### src/rtl/i2c_target_if.sv
// I2C target bus-side and host-side signal bundle.
// slave: the target's view. master: the bus model / host driving it.
interface i2c_target_if;
  logic       scl_i;
  logic       sda_i;
  logic       sda_oe;
  logic [7:0] rx_data;
  logic       rx_valid;
  logic [7:0] tx_data;
  logic       tx_req;
  logic       start_det;
  logic       stop_det;
  logic       busy;

  modport slave (
    input  scl_i, sda_i, tx_data,
    output sda_oe, rx_data, rx_valid, tx_req, start_det, stop_det, busy
  );

  modport master (
    output scl_i, sda_i, tx_data,
    input  sda_oe, rx_data, rx_valid, tx_req, start_det, stop_det, busy
  );
endinterface

### src/rtl/i2c_target.sv
// I2C target: oversampled SCL/SDA, START/STOP detection, 7-bit address
// match, byte write strobe and byte read fetch. SDA is open-drain:
// sda_oe=1 pulls the line low.
module i2c_target #(
  parameter logic [6:0] ADDR        = 7'h50,
  parameter int         SYNC_STAGES = 2
) (
  input logic        clk,
  input logic        rst,
  i2c_target_if.slave bus
);

  typedef enum logic [2:0] {
    S_IDLE, S_ADDR, S_ADDR_ACK, S_WR_DATA, S_WR_ACK, S_RD_DATA, S_RD_ACK
  } state_t;

  logic [SYNC_STAGES-1:0] scl_sync_q, sda_sync_q;
  logic                   scl_hist_q, sda_hist_q;
  logic                   scl_s, sda_s;
  logic                   scl_rise, scl_fall, start_c, stop_c;

  state_t     state_q;
  logic [2:0] cnt_q;
  logic [6:0] sh_q;      // 7 bits suffice: 8th bit is consumed/driven directly
  logic       rw_q;
  logic       byte_q;    // full byte seen, waiting for the scl_fall that opens the ACK slot
  logic       sda_oe_q;
  logic [7:0] rx_data_q;
  logic       rx_valid_q, tx_req_q, start_det_q, stop_det_q, busy_q;

  // Synchronizer chain plus one history flop per line; idle bus reads high.
  always_ff @(posedge clk or negedge rst) begin
    if (!rst) begin
      scl_sync_q <= '1;
      sda_sync_q <= '1;
      scl_hist_q <= 1'b1;
      sda_hist_q <= 1'b1;
    end else begin
      scl_sync_q <= {scl_sync_q[SYNC_STAGES-2:0], bus.scl_i};
      sda_sync_q <= {sda_sync_q[SYNC_STAGES-2:0], bus.sda_i};
      scl_hist_q <= scl_sync_q[SYNC_STAGES-1];
      sda_hist_q <= sda_sync_q[SYNC_STAGES-1];
    end
  end

  assign scl_s    = scl_sync_q[SYNC_STAGES-1];
  assign sda_s    = sda_sync_q[SYNC_STAGES-1];
  assign scl_rise =  scl_s & ~scl_hist_q;
  assign scl_fall = ~scl_s &  scl_hist_q;
  // SCL must be high on both samples so an SCL edge never aliases into START/STOP.
  assign start_c  = scl_s & scl_hist_q &  sda_hist_q & ~sda_s;
  assign stop_c   = scl_s & scl_hist_q & ~sda_hist_q &  sda_s;

  // Protocol FSM with registered outputs; START/STOP override bit handling.
  always_ff @(posedge clk or negedge rst) begin
    if (!rst) begin
      state_q     <= S_IDLE;
      cnt_q       <= 3'd0;
      sh_q        <= 7'd0;
      rw_q        <= 1'b0;
      byte_q      <= 1'b0;
      sda_oe_q    <= 1'b0;
      rx_data_q   <= 8'h00;
      rx_valid_q  <= 1'b0;
      tx_req_q    <= 1'b0;
      start_det_q <= 1'b0;
      stop_det_q  <= 1'b0;
      busy_q      <= 1'b0;
    end else begin
      rx_valid_q  <= 1'b0;
      tx_req_q    <= 1'b0;
      start_det_q <= 1'b0;
      stop_det_q  <= 1'b0;
      if (start_c) begin
        state_q     <= S_ADDR;
        cnt_q       <= 3'd0;
        byte_q      <= 1'b0;
        sda_oe_q    <= 1'b0;
        start_det_q <= 1'b1;
        busy_q      <= 1'b1;
      end else if (stop_c) begin
        state_q    <= S_IDLE;
        byte_q     <= 1'b0;
        sda_oe_q   <= 1'b0;
        stop_det_q <= 1'b1;
        busy_q     <= 1'b0;
      end else begin
        case (state_q)
          S_IDLE: ;
          S_ADDR: begin
            if (scl_rise && !byte_q) begin
              sh_q  <= {sh_q[5:0], sda_s};
              cnt_q <= cnt_q + 3'd1;
              if (cnt_q == 3'd7) begin
                // sh_q holds the 7 address bits; sda_s is R/W.
                if (sh_q == ADDR) begin
                  rw_q   <= sda_s;
                  byte_q <= 1'b1;
                end else begin
                  state_q <= S_IDLE;
                  busy_q  <= 1'b0;
                end
              end
            end else if (scl_fall && byte_q) begin
              byte_q   <= 1'b0;
              sda_oe_q <= 1'b1;
              tx_req_q <= rw_q;
              state_q  <= S_ADDR_ACK;
            end
          end
          S_ADDR_ACK: begin
            if (scl_fall) begin
              cnt_q <= 3'd0;
              if (rw_q) begin
                sh_q     <= bus.tx_data[6:0];
                sda_oe_q <= ~bus.tx_data[7];
                state_q  <= S_RD_DATA;
              end else begin
                sda_oe_q <= 1'b0;
                state_q  <= S_WR_DATA;
              end
            end
          end
          S_WR_DATA: begin
            if (scl_rise && !byte_q) begin
              sh_q  <= {sh_q[5:0], sda_s};
              cnt_q <= cnt_q + 3'd1;
              if (cnt_q == 3'd7) begin
                rx_data_q  <= {sh_q, sda_s};
                rx_valid_q <= 1'b1;
                byte_q     <= 1'b1;
              end
            end else if (scl_fall && byte_q) begin
              byte_q   <= 1'b0;
              sda_oe_q <= 1'b1;
              state_q  <= S_WR_ACK;
            end
          end
          S_WR_ACK: begin
            if (scl_fall) begin
              sda_oe_q <= 1'b0;
              state_q  <= S_WR_DATA;
            end
          end
          S_RD_DATA: begin
            if (scl_fall) begin
              cnt_q <= cnt_q + 3'd1;
              if (cnt_q == 3'd7) begin
                sda_oe_q <= 1'b0;
                tx_req_q <= 1'b1;
                state_q  <= S_RD_ACK;
              end else begin
                sda_oe_q <= ~sh_q[6];
                sh_q     <= {sh_q[5:0], 1'b0};
              end
            end
          end
          S_RD_ACK: begin
            if (scl_rise && sda_s) begin
              // Master NACK: abandon and wait for STOP/START.
              state_q <= S_IDLE;
              busy_q  <= 1'b0;
            end else if (scl_fall) begin
              cnt_q    <= 3'd0;
              sh_q     <= bus.tx_data[6:0];
              sda_oe_q <= ~bus.tx_data[7];
              state_q  <= S_RD_DATA;
            end
          end
          default: state_q <= S_IDLE;
        endcase
      end
    end
  end

  assign bus.sda_oe    = sda_oe_q;
  assign bus.rx_data   = rx_data_q;
  assign bus.rx_valid  = rx_valid_q;
  assign bus.tx_req    = tx_req_q;
  assign bus.start_det = start_det_q;
  assign bus.stop_det  = stop_det_q;
  assign bus.busy      = busy_q;

endmodule

### src/flat_wrapper.sv
// flat-port wrapper written by rule: the top's interface ports become plain ports
module i2c_target_flat 
#(
  parameter logic [6:0] ADDR        = 7'h50,
  parameter int         SYNC_STAGES = 2
)
  (clk, rst, bus_scl_i, bus_sda_i, bus_tx_data, bus_sda_oe, bus_rx_data, bus_rx_valid, bus_tx_req, bus_start_det, bus_stop_det, bus_busy);
  i2c_target_if bus_i ();
  input logic clk;
  input logic rst;
  input wire logic [$bits(bus_i.scl_i)-1:0] bus_scl_i;
  input wire logic [$bits(bus_i.sda_i)-1:0] bus_sda_i;
  input wire logic [$bits(bus_i.tx_data)-1:0] bus_tx_data;
  output wire logic [$bits(bus_i.sda_oe)-1:0] bus_sda_oe;
  output wire logic [$bits(bus_i.rx_data)-1:0] bus_rx_data;
  output wire logic [$bits(bus_i.rx_valid)-1:0] bus_rx_valid;
  output wire logic [$bits(bus_i.tx_req)-1:0] bus_tx_req;
  output wire logic [$bits(bus_i.start_det)-1:0] bus_start_det;
  output wire logic [$bits(bus_i.stop_det)-1:0] bus_stop_det;
  output wire logic [$bits(bus_i.busy)-1:0] bus_busy;
  assign bus_i.scl_i = bus_scl_i;
  assign bus_i.sda_i = bus_sda_i;
  assign bus_i.tx_data = bus_tx_data;
  assign bus_sda_oe = bus_i.sda_oe;
  assign bus_rx_data = bus_i.rx_data;
  assign bus_rx_valid = bus_i.rx_valid;
  assign bus_tx_req = bus_i.tx_req;
  assign bus_start_det = bus_i.start_det;
  assign bus_stop_det = bus_i.stop_det;
  assign bus_busy = bus_i.busy;
  i2c_target #(.ADDR(ADDR), .SYNC_STAGES(SYNC_STAGES)) u_core (.clk(clk), .rst(rst), .bus(bus_i));
endmodule
### config.mk
export PLATFORM = sky130hd
export DESIGN_NAME = i2c_target_flat
export DESIGN_NICKNAME = d
export VERILOG_FILES = /design/src/rtl/i2c_target_if.sv /design/src/rtl/i2c_target.sv /design/src/flat_wrapper.sv
export SDC_FILE = /design/constraint.sdc
export NUM_CORES = 1
export LEC_CHECK = 0
export CORE_MARGIN = 2
export CORE_UTILIZATION = 42
export CTS_CLUSTER_SIZE = 16
export DETAILED_ROUTE_END_ITERATION = 10
export GPL_TIMING_DRIVEN = 0
export PLACE_DENSITY = 0.75
export SYNTH_ARGS = -nofsm -noshare
export SYNTH_HDL_FRONTEND = slang
export SYNTH_SLANG_ARGS = --single-unit
### constraint.sdc
create_clock -name clk -period 2.1 [get_ports clk]
set_input_delay 0.21 -clock clk [delete_from_list [all_inputs] [get_ports clk]]
set_output_delay 0.21 -clock clk [all_outputs]
set_load 0.02 [all_outputs]
Word-level counts from Yosys, hierarchy flattened
Index checks and enable logic that the tools add are counted.

word-level totals
  flip-flop bits (word level) = 35
  bits in latches = 0
  bits in writable memories = 0
  ROM bits = 0
  input port bits = 12
  logic and storage cells = 164
  memories = 0

cells by class
  $add $sub $neg = 1
  multipliers = 0
  divide/modulo/power cells = 0
  order comparisons = 0
  eq/ne operators = 40
  shift operators = 0
  mux-type cells = 73
  bitwise logic cells = 15
  reduce and logical (&&, ||, !) cells = 19

operators by type and width
  cell                                           number
  2-to-1 mux 3 bit                               21
  2-to-1 mux 7 bit                               7
  != test 4 x 1 -> 1 bit, second input constant  10
  2-to-1 mux 1 bit                               38
  case mux 7 bit (4 select lines)                1
  case mux 3 bit (7 select lines)                1
  != test 5 x 3 -> 1 bit, second input constant  4
  != test 4 x 2 -> 1 bit, second input constant  4
  AND reduction 5 bit                            3
  == test 3 bit, second input constant           4
  != test 2 x 1 -> 1 bit, second input constant  6
  case mux 3 bit (4 select lines)                1
  nonzero test 4 bit                             3
  AND reduction 11 bit                           1
  != test 5 x 1 -> 1 bit, second input constant  2
  AND reduction 10 bit                           1
  != test 3 x 1 -> 1 bit, second input constant  3
  inverter 1 bit                                 8
  AND reduction 8 bit                            1
  AND 1 bit                                      7
  == test 7 bit, second input constant           1
  nonzero test 7 bit                             1
  == test 3 x 2 -> 1 bit, second input constant  2
  case mux 1 bit (2 select lines)                3
  12 further kinds                               15

Logic depth before layout (Yosys ltp)
  depth after elaboration = 8
  gate-level depth with buffers = 7
  mapped depth without buffers = 6

Worst setup path after synthesis
Ideal clock, no wire load.

  kind = reg2reg
  start = register u_core.scl_sync_q[1]
  end = register u_core.rw_q
  library setup time = 0.127 ns
  arrival time = 1.794 ns
  required time = 1.973 ns
  path slack = 0.179 ns
  stages on the path, launching flop included = 4
  path through = dfstp_2 or4b_4 or4_1 mux2_1

on the way
  cells in the longest elaborated chain, start to end = 5

RTL lines
  item                                        line                                RTL
  start, declared                             i2c_target.sv:17                    logic [SYNC_STAGES-1:0] scl_sync_q, sda_sync_q;
  start signal, assigned                      i2c_target.sv:39                    scl_sync_q <= {scl_sync_q[SYNC_STAGES-2:0], bus.scl_i};
  AND 1 bit                                   i2c_target.sv:51, i2c_target.sv:52
  AND 1 bit (on tied branches) (2 in series)  i2c_target.sv:51, i2c_target.sv:52
  inverter 1 bit (no source line)             n/a
  AND reduction 6 bit (no source line) (*)    n/a
  end signal, assigned                        i2c_target.sv:97                    rw_q <= sda_s;
  end, declared                               i2c_target.sv:25                    logic rw_q;

Every way passes the cells marked *; elsewhere a longest branch is shown, timed or not.
A chain may end at the register's enable or synchronous reset.

Final worst setup path
Ends and elaborated chain as after synthesis.

==> results.sh <==
export IMPL_status="finished, violations left"
export IMPL_failed_checks="hold timing"
export IMPL_reg2regPathDepth=3
export IMPL_drv_slew=0
export IMPL_drt_wl_total_microns=4250
export IMPL_pin_count=26
export IMPL_yosysMostFrequentCell="dfrtp_1"
export IMPL_cp_max_fo=6
export IMPL_maxSlewHeadroom_pct=46.7
export IMPL_grt_pass1_vias=1405
export IMPL_period_share_pct=97.1
export IMPL_worst_pin_slew_ns=0.799
export IMPL_drtPass1Iterations=4
export IMPL_drt_iter0_drc=93
export IMPL_syn_num_nets=176
export IMPL_synth_common_cells="dfrtp_1 (29), mux2_2 (21), inv_1 (8)"
export IMPL_die_y_microns=70.3
export IMPL_cts_tree="done"
export IMPL_drt_antenna_violating_nets=0
export IMPL_die_area_sq_um=4940
export IMPL_period_needed_ns=2.04
export IMPL_vdd_drop_max_mv=0.605
export IMPL_diodes=0
export IMPL_synthTopCellsByArea="dfrtp_1 (39%), mux2_2 (13%), dfstp_2 (8.5%)"
export IMPL_yosysTopAreaCellShare_pct=39.3
export IMPL_synth_edf_count=0
export IMPL_postSynthCellCount=162
export IMPL_start_kind="flop"
export IMPL_ys_ff_latch=35
export IMPL_rsz0062_at_grt="no"
export IMPL_crit_arrival_ns=2.20
export IMPL_gp_congestion=0.949
export IMPL_max_freq_mhz=490
export IMPL_r2r_end="u_core.rw_q"
export IMPL_start_util_pct=42.9
export IMPL_avgSynthCellArea_sq_um=11.4
export IMPL_dp_hpwl_microns=2930
export IMPL_grtUsageTotal_pct=17.9
export IMPL_holdCritPathClass="in -> async"
export IMPL_dp_worst_setup_slack_ns=-0.133
export IMPL_hold_slack_ns=-0.00816
export IMPL_synthesis_area_sq_um=1840
export IMPL_dpl_cell_count=239
export IMPL_synth_main_ff_cell="dfrtp_1"
export IMPL_area_delta_synth_final_pct=24.7
export IMPL_drv_cap=0
export IMPL_cts_sinks=35
export IMPL_cts_hold_fix_buffers=0
export IMPL_nets=208
export IMPL_async_flop_share_pct=100
export IMPL_synth_xor_area_share_pct=0.950
export IMPL_grt_pass1_wl_microns=6820
export IMPL_clk_path_buf_depth=2
export IMPL_synth_mux_area_share_pct=15.1
export IMPL_p_leak_nw=0.956
export IMPL_grt_max_degree=36
export IMPL_power_density_nw_per_um2=1120
export IMPL_synth_warnings=0
export IMPL_antenna_found_initial=0
export IMPL_final_area_sq_um=2300
export IMPL_synth_compound_area_share_pct=15.7
export IMPL_setup_violations=0
export IMPL_placed_area_sq_um=2150
export IMPL_seq_area_sq_um=883
export IMPL_setup_tns_final_ns=0
export IMPL_worst_setup_path_end_kind="flop"
export IMPL_ys_types=55
export IMPL_gr_total_overflow=0
export IMPL_r2r_start="u_core.scl_sync_q[1]"
export IMPL_num_rows=24
export IMPL_vias_per_cell=5.77
export IMPL_fillers=383
export IMPL_clk_latency_ns=0.29
export IMPL_synthAdderAreaFrac_pct=1.36
export IMPL_fin_ws_ns=0.0610
export IMPL_clock_skew_ns=0.00957
export IMPL_drive_gt1_share_pct=29.2
export IMPL_yosys_area_share_simple_pct=15.2
export IMPL_crit_required_ns=2.27
export IMPL_post_route_drc_count=0
export IMPL_cts_max_level=2
export IMPL_hold_viol_final=3
export IMPL_r2r_slack_ns=0.06
export IMPL_path_class="reg -> reg"
export IMPL_final_cells=247
export IMPL_core_region_area_sq_um=4290
export IMPL_synth_top_family_by_area="compound AO/OA/AOI/OAI gates"
export IMPL_num_vias=1426
export IMPL_cts_root_buffer="clkbuf_8"
export IMPL_die_x_microns=70.3
export IMPL_place_port_buffers=25
export IMPL_post_drt_wl_per_cell_microns=17.2
export IMPL_cts_inserted_buffers=5
export IMPL_fin_util_pct=53.6
export IMPL_cts_reportedPaths_clkPinSlew_ns=0.08
export IMPL_multi_input_area_sq_um=941
export IMPL_synth_top_area_cell="dfrtp_1"
export IMPL_synth_seq_area_share_pct=47.9
==> power breakdown <==
| group | total, mW | internal, mW | switching, mW |
|---|---|---|---|
| sequential | 0.954 | 0.829 | 0.126 |
| combinational | 1.13 | 0.537 | 0.590 |
| clock | 0.484 | 0.232 | 0.252 |
| total | 2.57 | 1.60 | 0.968 |
==> flip-flops by register name (all words and copies together), names as in the netlist, 2 cells and up <==
register	count
u_core.scl_sync_q	2
u_core.cnt_q	3
u_core.bus.rx_data	8
u_core.sda_sync_q	2
u_core.state_q	3
u_core.sh_q	7
==> stage by stage <==
stage               hold slack [ns]  power [mW]
floorplan                   -0.0856        1.73
global placement              0.346        2.00
detailed placement            0.342        2.02
CTS                          0.0266        2.53
global route                 0.0709        2.73
finish                     -0.00816        2.57
==> layer usage <==
layer,global-route usage [%],wire (microns),vias up
met4,7.26,80,0
li1,-,-,668
met2,27.4,2090,50
met3,5.63,224,11
met5,0,0,-
met1,23.4,1850,697
==> how the worst max path moves through the flow <==
stage | startpoint | endpoint | slack (ns) | cells past startpoint
after floorplan | u_core.scl_sync_q[1] | u_core.rw_q | 0.18 | 3
after global placement | u_core.scl_sync_q[1] | u_core.bus.rx_data[5] | -0.18 | 5
after detailed placement | u_core.scl_sync_q[1] | u_core.bus.rx_data[0] | -0.13 | 5
after CTS | u_core.state_q[1] | u_core.sh_q[5] | 0.004 | 5
after global routing | u_core.cnt_q[0] | u_core.rw_q | 0.003 | 5
final | u_core.scl_sync_q[1] | u_core.rw_q | 0.06 | 3
==> what timing repair did <==
item / 4_1_cts / 5_1_grt
endpoints found under the setup margin: 17 / 19
pin swaps: 0 / 2
buffers inserted: 0 / 2
resized for setup: 4 / 8
gates cloned: 0 / 0
==> layout by cell type, fill, tap and decap left out, drive strengths merged, types with 3 or more instances in the layout <==
cell and count:
nand3 3, o21ai 3, mux2 22, clkdlybuf4s50 24, nand2b 6, inv 8, nor2b 5, dfstp 6
mux2i 3, dfrtp 29, buf 7, a21oi 4, clkbuf 10, o31a 3, nor2 5, nand2 7
a211oi 3
==> logic make-up (layout without fill, tap and decap cells) <==
group,after synthesis,in the layout
simple gates,44,44
compound gates,36,36
flops,35,35
mux,25,25
buf+inv,18,51
fa+ha+maj,2,2
xor+xnor,2,2
==> critical path, stage by stage, from the launching register on <==
cell	delay, ns
dfstp_2	0.58
or4b_4	0.52
or4_1	0.51
mux2_1	0.32
==> cell type report <==
| cell class | instances | share of cell area (%) |
|---|---|---|
| clock buffer | 6 | 3.16 |
| multi-input combinational | 109 | 40.9 |
| clock inverter | 2 | 0.544 |
| inverter | 8 | 1.31 |
| timing repair buffer | 27 | 11.3 |
| buffer | 8 | 1.52 |
| tap | 52 | 2.83 |
| sequential | 35 | 38.4 |
Note: power is estimated with default switching activity, not from simulation.
